<file path="src/rtl/simd_mul_result_collector.sv">
// Small synchronous FIFO with registered storage and a head view.
// Latency: a pushed entry is visible at the head one cycle later.
// Backpressure: the caller must not push when full or pop when empty.
module sync_fifo #(
    parameter int unsigned Width = 8,
    parameter int unsigned Depth = 4
) (
    input  logic                    clk_i,
    input  logic                    rst_ni,
    input  logic                    push_vld,
    input  logic [Width-1:0]        push_dat,
    input  logic                    pop_vld,
    output logic [Width-1:0]        head_dat,
    output logic                    full,
    output logic                    empty,
    output logic [$clog2(Depth):0]  cnt
);
    localparam int unsigned PtrW = $clog2(Depth);
    localparam int unsigned CntW = PtrW + 1;

    logic [Width-1:0] mem [Depth];
    logic [PtrW-1:0]  wr_ptr, rd_ptr;
    logic [CntW-1:0]  cnt_q;

    always_ff @(posedge clk_i) begin
        if (!rst_ni) begin
            wr_ptr <= '0;
            rd_ptr <= '0;
            cnt_q  <= '0;
        end else begin
            if (push_vld) wr_ptr <= wr_ptr + PtrW'(1);
            if (pop_vld)  rd_ptr <= rd_ptr + PtrW'(1);
            case ({push_vld, pop_vld})
                2'b10:   cnt_q <= cnt_q + CntW'(1);
                2'b01:   cnt_q <= cnt_q - CntW'(1);
                default: ;
            endcase
        end
    end

    always_ff @(posedge clk_i) begin
        if (push_vld) mem[wr_ptr] <= push_dat;
    end

    assign head_dat = mem[rd_ptr];
    assign full     = (cnt_q == CntW'(Depth));
    assign empty    = (cnt_q == '0);
    assign cnt      = cnt_q;

    assert property (@(posedge clk_i) disable iff (!rst_ni) !(push_vld && full));
    assert property (@(posedge clk_i) disable iff (!rst_ni) !(pop_vld && empty));
endmodule

// Collects SIMD multiplier results for one instruction and writes them to the lane VRF.
// Latency: accepted result reaches vrf_req_o one cycle later; done_o one cycle after last grant.
// Backpressure: ready_o drops while the FIFO is full (independent of vrf_gnt_i) or all bytes are in.
module simd_mul_result_collector #(
    parameter int unsigned Depth     = 4,
    parameter int unsigned CntWidth  = 16,
    parameter int unsigned AddrWidth = 32
) (
    input  logic                 clk_i,
    input  logic                 rst_ni,
    input  logic                 insn_valid_i,
    output logic                 insn_ready_o,
    input  logic [CntWidth-1:0]  insn_vl_bytes_i,
    input  logic [AddrWidth-1:0] insn_vd_addr_i,
    input  logic [63:0]          result_i,
    input  logic [7:0]           mask_i,
    input  logic                 valid_i,
    output logic                 ready_o,
    output logic                 vrf_req_o,
    output logic [AddrWidth-1:0] vrf_addr_o,
    output logic [63:0]          vrf_wdata_o,
    output logic [7:0]           vrf_be_o,
    input  logic                 vrf_gnt_i,
    output logic                 done_o
);
    typedef struct packed {
        logic [63:0] dat;
        logic [7:0]  be;
    } entry_t;

    typedef enum logic [1:0] {IDLE, ACTIVE, DRAIN} state_e;

    localparam int unsigned FifoCntW = $clog2(Depth) + 1;

    state_e               state_q, state_d;
    logic [CntWidth-1:0]  rx_rem_q, beat_bytes;
    logic [AddrWidth-1:0] wr_addr_q;
    logic [7:0]           tail_mask;
    logic                 insn_acc, zero_len, push, pop, last_beat, drain_done;
    logic                 fifo_full, fifo_empty, done_q, done_zl_q;
    logic [FifoCntW-1:0]  fifo_cnt;
    entry_t               push_entry, head_entry;

    assign zero_len   = (insn_vl_bytes_i == '0);
    assign insn_acc   = insn_valid_i && insn_ready_o;
    assign push       = valid_i && ready_o;
    assign pop        = vrf_req_o && vrf_gnt_i;
    assign tail_mask  = (rx_rem_q >= CntWidth'(8)) ? 8'hFF : ((8'd1 << rx_rem_q[2:0]) - 8'd1);
    assign beat_bytes = (rx_rem_q >= CntWidth'(8)) ? CntWidth'(8) : rx_rem_q;
    assign last_beat  = push && (rx_rem_q <= CntWidth'(8));
    // DRAIN finishes in the cycle the FIFO is (or is about to become) empty.
    assign drain_done = (state_q == DRAIN) &&
                        (fifo_empty || ((fifo_cnt == FifoCntW'(1)) && pop));

    assign push_entry.dat = result_i;
    assign push_entry.be  = mask_i & tail_mask;

    sync_fifo #(
        .Width ($bits(entry_t)),
        .Depth (Depth)
    ) u_fifo (
        .clk_i    (clk_i),
        .rst_ni   (rst_ni),
        .push_vld (push),
        .push_dat (push_entry),
        .pop_vld  (pop),
        .head_dat (head_entry),
        .full     (fifo_full),
        .empty    (fifo_empty),
        .cnt      (fifo_cnt)
    );

    always_ff @(posedge clk_i) begin
        if (!rst_ni) state_q <= IDLE;
        else         state_q <= state_d;
    end

    always_comb begin
        state_d = state_q;
        case (state_q)
            IDLE:    if (insn_acc && !zero_len) state_d = ACTIVE;
            ACTIVE:  if (last_beat)             state_d = DRAIN;
            DRAIN:   if (drain_done)            state_d = IDLE;
            default:                            state_d = IDLE;
        endcase
    end

    always_comb begin
        insn_ready_o = 1'b0;
        ready_o      = 1'b0;
        case (state_q)
            IDLE:    insn_ready_o = 1'b1;
            ACTIVE:  ready_o      = !fifo_full && (rx_rem_q != '0);
            default: ;
        endcase
    end

    always_ff @(posedge clk_i) begin
        if (!rst_ni) begin
            rx_rem_q  <= '0;
            wr_addr_q <= '0;
            done_q    <= 1'b0;
            done_zl_q <= 1'b0;
        end else begin
            if (insn_acc)  rx_rem_q <= insn_vl_bytes_i;
            else if (push) rx_rem_q <= rx_rem_q - beat_bytes;
            if (insn_acc)  wr_addr_q <= insn_vd_addr_i;
            else if (pop)  wr_addr_q <= wr_addr_q + AddrWidth'(8);
            done_q    <= (insn_acc && zero_len) || drain_done;
            done_zl_q <= insn_acc && zero_len;
        end
    end

    assign vrf_req_o   = !fifo_empty;
    assign vrf_addr_o  = wr_addr_q;
    assign vrf_wdata_o = vrf_req_o ? head_entry.dat : 64'd0;
    assign vrf_be_o    = vrf_req_o ? head_entry.be  : 8'd0;
    assign done_o      = done_q;

    // Back-to-back done is only legal when the second one comes from a zero-length instruction.
    assert property (@(posedge clk_i) disable iff (!rst_ni) (done_q && $past(done_q)) |-> done_zl_q);
endmodule
</file>
<file path="config.mk">
export PLATFORM = sky130hd
export DESIGN_NAME = simd_mul_result_collector
export DESIGN_NICKNAME = d
export VERILOG_FILES = /design/src/rtl/simd_mul_result_collector.sv
export SDC_FILE = /design/constraint.sdc
export NUM_CORES = 1
export LEC_CHECK = 0
export BUFFER_PORTS_ARGS = -buffer_cell sky130_fd_sc_hd__buf_2
export CELL_PAD_IN_SITES_DETAIL_PLACEMENT = 1
export CELL_PAD_IN_SITES_GLOBAL_PLACEMENT = 2
export CORE_ASPECT_RATIO = 0.75
export CORE_MARGIN = 1.5
export CORE_UTILIZATION = 44
export DETAILED_ROUTE_END_ITERATION = 16
export GPL_TIMING_DRIVEN = 0
export PLACE_DENSITY_LB_ADDON = 0.08
export REMOVE_ABC_BUFFERS = 1
export SKIP_CTS_REPAIR_TIMING = 1
export SLEW_MARGIN = 40
export SYNTH_ARGS = -nofsm -noshare
export SYNTH_HDL_FRONTEND = slang
export SYNTH_HIERARCHICAL = 1
export SYNTH_SLANG_ARGS = --single-unit
</file>
<file path="constraint.sdc">
create_clock -name clk_i -period 10.1 [get_ports clk_i]
set_input_delay 0.505 -clock clk_i [delete_from_list [all_inputs] [get_ports clk_i]]
set_output_delay 0.505 -clock clk_i [all_outputs]
set_load 0.005 [all_outputs]
</file>
==> results of run 1 <==
-- routing by layer --
metal,vias to the layer above,part of all wire [%],global-route usage [%]
li1,3889,-,-
met1,4228,44,26.8
met2,186,48,32.3
met3,47,6.0,4.99
met4,6,1.6,4.97
met5,-,0.10,0
-- flip-flops by register name, summed over array words and instances, names as in the netlist, named ones only --
signal	cells
u_fifo/wr_ptr	2
vrf_addr_o	32
rx_rem_q	16
state_q	2
u_fifo/rd_ptr	2
done_o	1
u_fifo/cnt	3
u_fifo/mem	288
-- logic make-up (layout without fill, tap and decap cells) --
group / after synthesis / count (layout)
other: 1 / 6
multiplexers: 75 / 75
AO/OA/AOI/OAI: 113 / 113
AND/OR/NAND/NOR: 223 / 223
adder cells (fa/ha/maj): 9 / 9
XOR/XNOR: 34 / 34
buffers and inverters: 63 / 341
flip-flops: 348 / 348
-- path summary, 6_finish.rpt --
check / start / to / slack [ns] / cells after the start
min reg2reg: state_q[0] / done_o / 0.46 / 1
max reg2reg: rx_rem_q[4] / u_fifo/cnt[2] / 6.27 / 11
min: result_i[33] / u_fifo/mem[3][41] / 0.18 / 1
max: rx_rem_q[4] / u_fifo/cnt[2] / 6.27 / 11
-- report_power, final --
group / total [mW] / switching [mW] / internal, mW
combinational: 0.852 / 0.429 / 0.423
sequential: 1.65 / 0.0446 / 1.61
clock: 1.30 / 0.551 / 0.751
total: 3.81 / 1.03 / 2.78
-- per-stage QoR --
| stage | power [mW] | utilization (%) | cell area (µm²) | TNS, ns |
|---|---|---|---|---|
| after floorplan | 2.19 | - | 14000 | 0 |
| after global placement | 2.58 | 48.8 | 15700 | -12.60 |
| after detailed placement | 2.56 | 50.0 | 16100 | 0 |
| after CTS | 3.87 | 53.6 | 17300 | 0 |
| after global routing | 3.99 | 53.6 | 17300 | 0 |
| final | 3.81 | 53.7 | 17300 | 0 |
-- cell usage after synthesis (all sizes together), types with 4 or more instances --
cell,count
nand3,9
clkbuf,24
nor3,7
nor2b,75
a21boi,7
buf,23
nand2,29
nor4,14
nand4,8
o21ai,28
a31oi,6
xor2,16
edfxtp,288
nor2,35
inv,16
xnor2,18
and3,4
dfxtp,60
mux4,72
ha,8
a211oi,13
and4,5
or3,5
and2,13
or4,7
a21oi,39
-- worst register-to-register path, stage by stage (launching register included) --
cell                       delay, ns
sky130_fd_sc_hd__dfxtp_1        0.36
sky130_fd_sc_hd__or4_1          0.74
sky130_fd_sc_hd__nor4_4         0.62
sky130_fd_sc_hd__a21o_2         0.44
sky130_fd_sc_hd__inv_2          0.24
sky130_fd_sc_hd__inv_1          0.11
sky130_fd_sc_hd__ha_1           0.19
sky130_fd_sc_hd__inv_1          0.06
sky130_fd_sc_hd__fa_1           0.38
sky130_fd_sc_hd__xor2_1         0.16
sky130_fd_sc_hd__or3_1          0.29
sky130_fd_sc_hd__a21boi_0       0.16
-- final cells by class --
type,count,area share [%]
well taps,442,3.20
multi-input cells,455,23.8
flip-flops and latches,348,57.0
inverters,16,0.347
repair buffers,258,8.87
clock inverters,21,1.03
clock buffers,46,5.72
diodes,5,0.0723
==> results, run 1 <==
- The flow ran to the end, and the final reports show no timing, DRC or antenna violations.
- VDD sags by at most ~110 µV.
- The final critical-path share of the clock period is ~38%.
- The largest family of logic cells by synthesized area is multiplexers.
- The pin count of the biggest net entering global routing is 44.
- The worst setup path is launched from a flip-flop.
- The floorplan step defined a core boundary enclosing 32200 µm².
- In the synthesized netlist, the number of instances is 866.
- The area of the die is 33700 µm².
- The violation count after the first detailed-route iteration is 509.
- The number of H-tree levels is 2.
- After synthesis the netlist holds a flip-flop and latch count of 348.
- The post-detailed-route count of antenna-violating nets is 0.
- Of the total synthesized cell area, the portion taken by XOR and XNOR cells is 2.08%.
- The number of enable-type register cells in the synthesized netlist is 288.
- The floorplan has 57 rows.
- After detailed routing, the average wire length per cell comes to 20.6 µm.
- The share of the Yosys chip area taken by registers is 68.8%.
- After detailed routing, the total wire length is 32.8 mm.
- The transition time of the tightest slew-check pin is between 0.6 and 0.7 ns.
- The data arrival time of the worst path is 4.28 ns.
- After filler insertion, the fill cell instance count of the layout stands at 3188.
- The worst hold-check slack is 0.177 ns.
- In this run the clock root is driven by a sky130_fd_sc_hd__clkbuf_16.
- The CTS tree is built.
- On the critical path the largest part of the delay comes from simple AND/OR/NAND/NOR gates.
- At the worst endpoint, the required time is 10.55 ns.
- Summing every instance area after synthesis gives between 10000 and 15000 µm².
- The post-synthesis area per instance is roughly 17 µm².
- Once detailed placement completed, the half-perimeter wirelength came to 22.0 mm.
- The share of cells above drive strength 1 is a little over a third.
- The tightest min-delay check is of the in2reg type.
- After clock tree synthesis, the clock-pin slew on the worst setup and hold paths is 0.07 ns.
- The highest-delay cell along the critical path is sky130_fd_sc_hd__or4_1.
- The normalized max-slew margin is 53.4%.
- The critical path contains buffers and inverters numbering 3 combined.
- The residual DRC count is 0.
- The pre-antenna-repair detailed-routing pass consisted of 4 iterations.
- Global routing consumed, over all layers together, a little under 20% of the routing resources.
- By instance count, the cell type seen most on the critical path is sky130_fd_sc_hd__inv_1.
- The final-stage net count is 1250.
- The first global-routing pass estimated about 50 mm of wire.
- At the later pin of the worst-skew pair, clock insertion delay measures 0.54 ns.
- In this run the count of I/O pins placed on the die edge is around 230.
- STA classifies the critical path endpoint as a flip-flop.
- The number of pins exceeding their max-slew limit in the final report is 0.
- The worst path in the final design needs a cycle of 3.83 ns, including I/O delays and setup.
- Clock tree synthesis inserted a total of 37 buffers.
- Setup repair after global routing left no endpoint under its margin.
- The final hold violation count is 0.
- The longest clock path from root to sink contains 3 buffers.
- The share of Yosys cell area claimed by the top area cell type is between 60 and 70%.
- The most common library cell in the layout ignoring fill and taps is sky130_fd_sc_hd__edfxtp_1.
- The leftover overflow at the end of global routing is 0.
- Across the whole layout, storage elements account for about 10000 µm².
- Counting flops with an async set or reset pin after synthesis yields a share of 0%.
- Power spread over the standard cell area amounts to around 220 nW/µm².
- For this design, the sink count on the clock tree is about 350.
- The detailed router placed 8356 vias in this run.
- The count of final setup violators is 0.
- Max-cap violations in this run came to 0.
- The worst-case clock skew is 0.0233 ns.
- The critical path goes through or4_1, nor4_4, a21o_2, inv_2, inv_1, ha_1, inv_1, fa_1, xor2_1, or3_1, a21boi_0.
- The number of global-route vias before repair was 8824.
- In the post-synthesis netlist, the biggest area contributors are sky130_fd_sc_hd__edfxtp_1 (60%), sky130_fd_sc_hd__mux4_2 (11%), sky130_fd_sc_hd__dfxtp_1 (8.4%).
- From synthesis to final layout, the design area changed by 20.8%.
- The largest single stage delay on the critical path is 0.74 ns.
- For this run, the number of Yosys warnings is 6.
- In the layout the commonest cells are sky130_fd_sc_hd__edfxtp_1 (288), sky130_fd_sc_hd__buf_2 (237), sky130_fd_sc_hd__nor2b_1 (75).
- The pre-CTS worst setup slack is 6.30 ns.
- The count of cell types in the netlist is 67.
- The largest total area in the synthesized netlist belongs to sky130_fd_sc_hd__edfxtp_1.
- The initial antenna violation count is 7.
- In the post-route analysis, the smallest setup slack over all paths is around 6.3 ns.
- Summing the areas of all and, or, nand and nor instances in the mapped netlist gives under 10% of the synthesized area.
- The number of vias per cell is 5.25.
- Among all flip-flop cells after synthesis, the most frequent one is sky130_fd_sc_hd__edfxtp_1.
- The adder-cell share of the synthesized area is 0.839%.
- The leakage dissipation is 6.03 nW.
- The largest driver fanout on the critical path is 16.
- The floorplan step set the die height to between 150 and 200 µm.
- For this run, the top clock speed supported by timing is 0.261 GHz.
- From left edge to right edge, the die measures 211 µm.
- Once placement completed, the tool counted placed cells totaling between 1500 and 2000.
- The class of the most critical setup path is reg2reg.
- The routability congestion estimate from global placement is 0.751.
- The count of input and output buffers is between 200 and 250.
- After synthesis, the share of cell area in mux cells is 11.6%.
- The multi-input combinational cells in the finished layout cover a total of between 4000 and 5000 µm².
- The initial utilization of the core area, before any placement, comes to 44.4%.
- The final cell count without fillers is 1591.
- Summing the areas of all compound-gate instances in the mapped netlist gives slightly below 5% of the synthesized area.
(Power assumes the default switching activity.)
==> inputs of run 2 (changes only) <==
--- a/config.mk
+++ b/config.mk
@@ -10,7 +10,7 @@
 export CELL_PAD_IN_SITES_GLOBAL_PLACEMENT = 2
 export CORE_ASPECT_RATIO = 0.75
 export CORE_MARGIN = 1.5
-export CORE_UTILIZATION = 44
+export CORE_UTILIZATION = 37
 export DETAILED_ROUTE_END_ITERATION = 16
 export GPL_TIMING_DRIVEN = 0
 export PLACE_DENSITY_LB_ADDON = 0.08
==> constraint.sdc (replaced) <==
create_clock -name clk_i -period 3.4 [get_ports clk_i]
set_input_delay 0.17 -clock clk_i [delete_from_list [all_inputs] [get_ports clk_i]]
set_output_delay 0.17 -clock clk_i [all_outputs]
set_load 0.005 [all_outputs]
==> results, run 2 (synthesis results as in run 1) <==
- The worst setup path is launched from a flip-flop.
- The pin count of the biggest net entering global routing is 43 (-2.3%).
- The final-stage net count is 1364 (+9.1%).
- The global-route track usage on met2 is 28.2% (-4.1 points).
- The number of flip-flops under the largest register name is 288 (unchanged).
- The initial antenna violation count is 1 (-6).
- The wire length reported by the detailed router is 34.8 mm (+6.1%).
- The CTS tree is built.
- The class of the most critical setup path is reg2reg.
- The final critical-path share of the clock period is 92.9% (+55 points).
- The leakage dissipation was 6.53 nW (+8.3%).
- The pre-CTS worst setup slack came to -0.380 ns (-6.68 ns).
- The highest clock frequency the design can meet is 0.317 GHz (+21%).
- The peak per-stage delay on the critical path is 0.63 ns (-0.11 ns).
- The starting utilization of the core area is 37.5% (-7.0 points).
- The count of max-cap constraint violations was 0 (unchanged).
- The routability congestion estimate from global placement is 0.728 (-3.1%).
- The final hold violation count is 3 (+3).
- The number of vias per cell is 4.91 (-6.5%).
- The number of placement rows is 62 (+8.8%).
- The width of the die is 230 µm (+8.9%).
- The number of pins exceeding their max-slew limit in the final report is 0 (unchanged).
- The wire length of the first global-routing pass is 52.3 mm (+2.0%).
- The final critical delay including setup and external delays is 3.16 ns (-0.676 ns).
- The share of cells above drive strength 1 is 32.9% (-2.7 points).
- The met3 layer usage reported by global route is 3.85% (-1.1 points).
- The number of clock buffers inserted by TritonCTS came to 38 (+2.7%).
- The data arrival time of the worst path was 3.61 ns (-0.67 ns).
- Counting stages on the worst path, the most repeated cell is sky130_fd_sc_hd__or4_4.
- The power per unit of standard cell area is 630 nW/µm² (+190%).
- The capturing element type of the critical path is a flip-flop.
- The count of pins on the block boundary came to 233 (unchanged).
- The post-detailed-route count of antenna-violating nets is 0 (unchanged).
- The summed area of non-filler cells in the final layout is 18600 µm² (+7.3%).
- The worst-case clock skew came to 0.00718 ns (-0.0161 ns).
- Among cell families on the critical path, the largest total delay comes from simple AND/OR/NAND/NOR gates.
- Ranked by flip-flop count, first place goes to u_fifo/mem.
- The largest driver fanout on the critical path was 8 (-8).
- The CTS clock-pin slew for the worst setup and hold paths is 0.06 ns (about the same).
- The final reports fail on negative hold slack.
- The placed cell area is 16200 µm² (+0.48%).
- The final HPWL from detailed placement is 22.7 mm (+3.5%).
- The required time of the worst setup path is 3.85 ns (-6.70 ns).
- In the layout the commonest cells are sky130_fd_sc_hd__edfxtp_1 (288), sky130_fd_sc_hd__buf_2 (238), sky130_fd_sc_hd__dlygate4sd3_1 (109).
- The flow ran to the end, but the final reports show violations.
- The clock tree buffer depth is 3 (unchanged).
- The violation count after the first detailed-route iteration is 322 (-37%).
- The count of final setup violators is 0 (unchanged).
- The area of the core is 38200 µm² (+19%).
- The normalized max-slew margin was 49.8% (-3.5 points).
- The number of H-tree levels came to 2 (unchanged).
- The clock net sink count was 348 (unchanged).
- The utilization of the core after routing was 48.5% (-5.1 points).
- In this run the worst hold path is classified as in2reg.
- The transition time of the tightest slew-check pin is 0.734 ns (+0.0517 ns).
- The highest-delay cell along the critical path is sky130_fd_sc_hd__or4_4.
- The tree is rooted in a sky130_fd_sc_hd__clkbuf_16.
- The worst hold-check slack was -0.0443 ns (-0.221 ns).
- In this run the most used layer during global routing was met2.
- The height of the die is 173 µm (+8.9%).
- The insertion delay to the later sink of the worst-skew pair came to 0.53 ns (about the same).
- The number of vias in the routed layout is 8699 (+4.1%).
- Walking the worst path, the cells encountered are or4_4, or4_4, nand2_2, ha_1, a21oi_1, or3_1, o21ai_2, and2_0, o21ai_0, a31oi_1.
- The combined buffer and inverter count along the critical path is 0 (-3).
- The most common library cell in the layout ignoring fill and taps is sky130_fd_sc_hd__edfxtp_1.
- Setup repair after global routing left no endpoint under its margin.
- The worst-case setup margin in the final layout is 0.243 ns (-6.02 ns).
- The number of search-and-repair iterations in the first detailed-routing pass came to 4 (unchanged).
- The count of input and output buffers is 232 (unchanged).
- The worst ir drop on vdd was 268 µV (+150%).
- The average wire per cell in the routed design came to 19.6 µm (-4.7%).
- The area overhead of the layout relative to synthesis is 29.5%.
- The area of the die is 39900 µm² (+19%).
- The number of global-route vias before repair was 8776 (-0.54%).
- The residual DRC count is 0 (unchanged).
- The leftover overflow at the end of global routing is 0 (unchanged).
- The total global routing track utilization is 17.0% (-2.8 points).
- The met1 track demand over resource was 22.7% (-4.1 points).
## run 2: cell types whose count changed in the layout (fill, tap and decap cells not counted), moves of 2 or more
cell | before | now
sky130_fd_sc_hd__clkbuf_8 | 3 | 1
sky130_fd_sc_hd__clkbuf_16 | 37 | 39
sky130_fd_sc_hd__bufinv_16 | 2 | 4
sky130_fd_sc_hd__buf_16 | 2 | 0
sky130_fd_sc_hd__clkinv_8 | 2 | 0
sky130_fd_sc_hd__diode_2 | 5 | 1
sky130_fd_sc_hd__buf_4 | 7 | 10
sky130_fd_sc_hd__buf_12 | 12 | 14
sky130_fd_sc_hd__dlygate4sd3_1 | 0 | 109
## run 2: power by group
part | switching (mW) | leakage (nW) | internal (mW)
combinational | 1.30 | 2.83 | 1.35
sequential | 0.169 | 3.10 | 4.78
clock | 1.66 | 0.603 | 2.43
## run 2: layout make-up
type                       count  area (µm²)
sequential                   348        9860
inverter                      16        60.1
timing repair buffer         371        2640
fill                        3786       19700
antenna                        1        2.50
clock inverter                23         219
tap                          512         641
multi-input combinational    455        4130
clock buffer                  46        1010
## run 2: worst paths after layout
| kind | to | startpoint | depth (start not counted) | slack (ns) |
|---|---|---|---|---|
| worst min-delay path | vrf_addr_o[20] | insn_vd_addr_i[20] | 3 | -0.04 |
| worst min register to register | done_o | state_q[0] | 1 | 0.46 |
| worst max register to register | rx_rem_q[4] | rx_rem_q[4] | 10 | 0.24 |
| worst max-delay path | rx_rem_q[4] | rx_rem_q[4] | 10 | 0.24 |
## run 2: through the flow
stage / cells / setup TNS [ns] / power (mW)
final: 1772 / 0 / 11.7
after global routing: 1772 / 0 / 12.3
after global placement: 1563 / -1378.99 / 6.34
after CTS: 1659 / -0.588 / 11.8
after floorplan: 819 / -250.86 / 6.26
after detailed placement: 1590 / -0.507 / 7.66
## run 2: routing by layer
metal	vias to the layer above	wire length, µm
li1	4098	-
met1	4382	15500
met2	171	17200
met3	48	1430
met4	0	631
met5	-	0
## run 2: worst register-to-register path, cell delays in order, from the launching register on
cell and delay (ns):
sky130_fd_sc_hd__dfxtp_1 0.36, sky130_fd_sc_hd__or4_4 0.63, sky130_fd_sc_hd__or4_4 0.54, sky130_fd_sc_hd__nand2_2 0.09, sky130_fd_sc_hd__ha_1 0.29, sky130_fd_sc_hd__a21oi_1 0.07, sky130_fd_sc_hd__or3_1 0.36, sky130_fd_sc_hd__o21ai_2 0.33
sky130_fd_sc_hd__and2_0 0.18, sky130_fd_sc_hd__o21ai_0 0.07, sky130_fd_sc_hd__a31oi_1 0.16
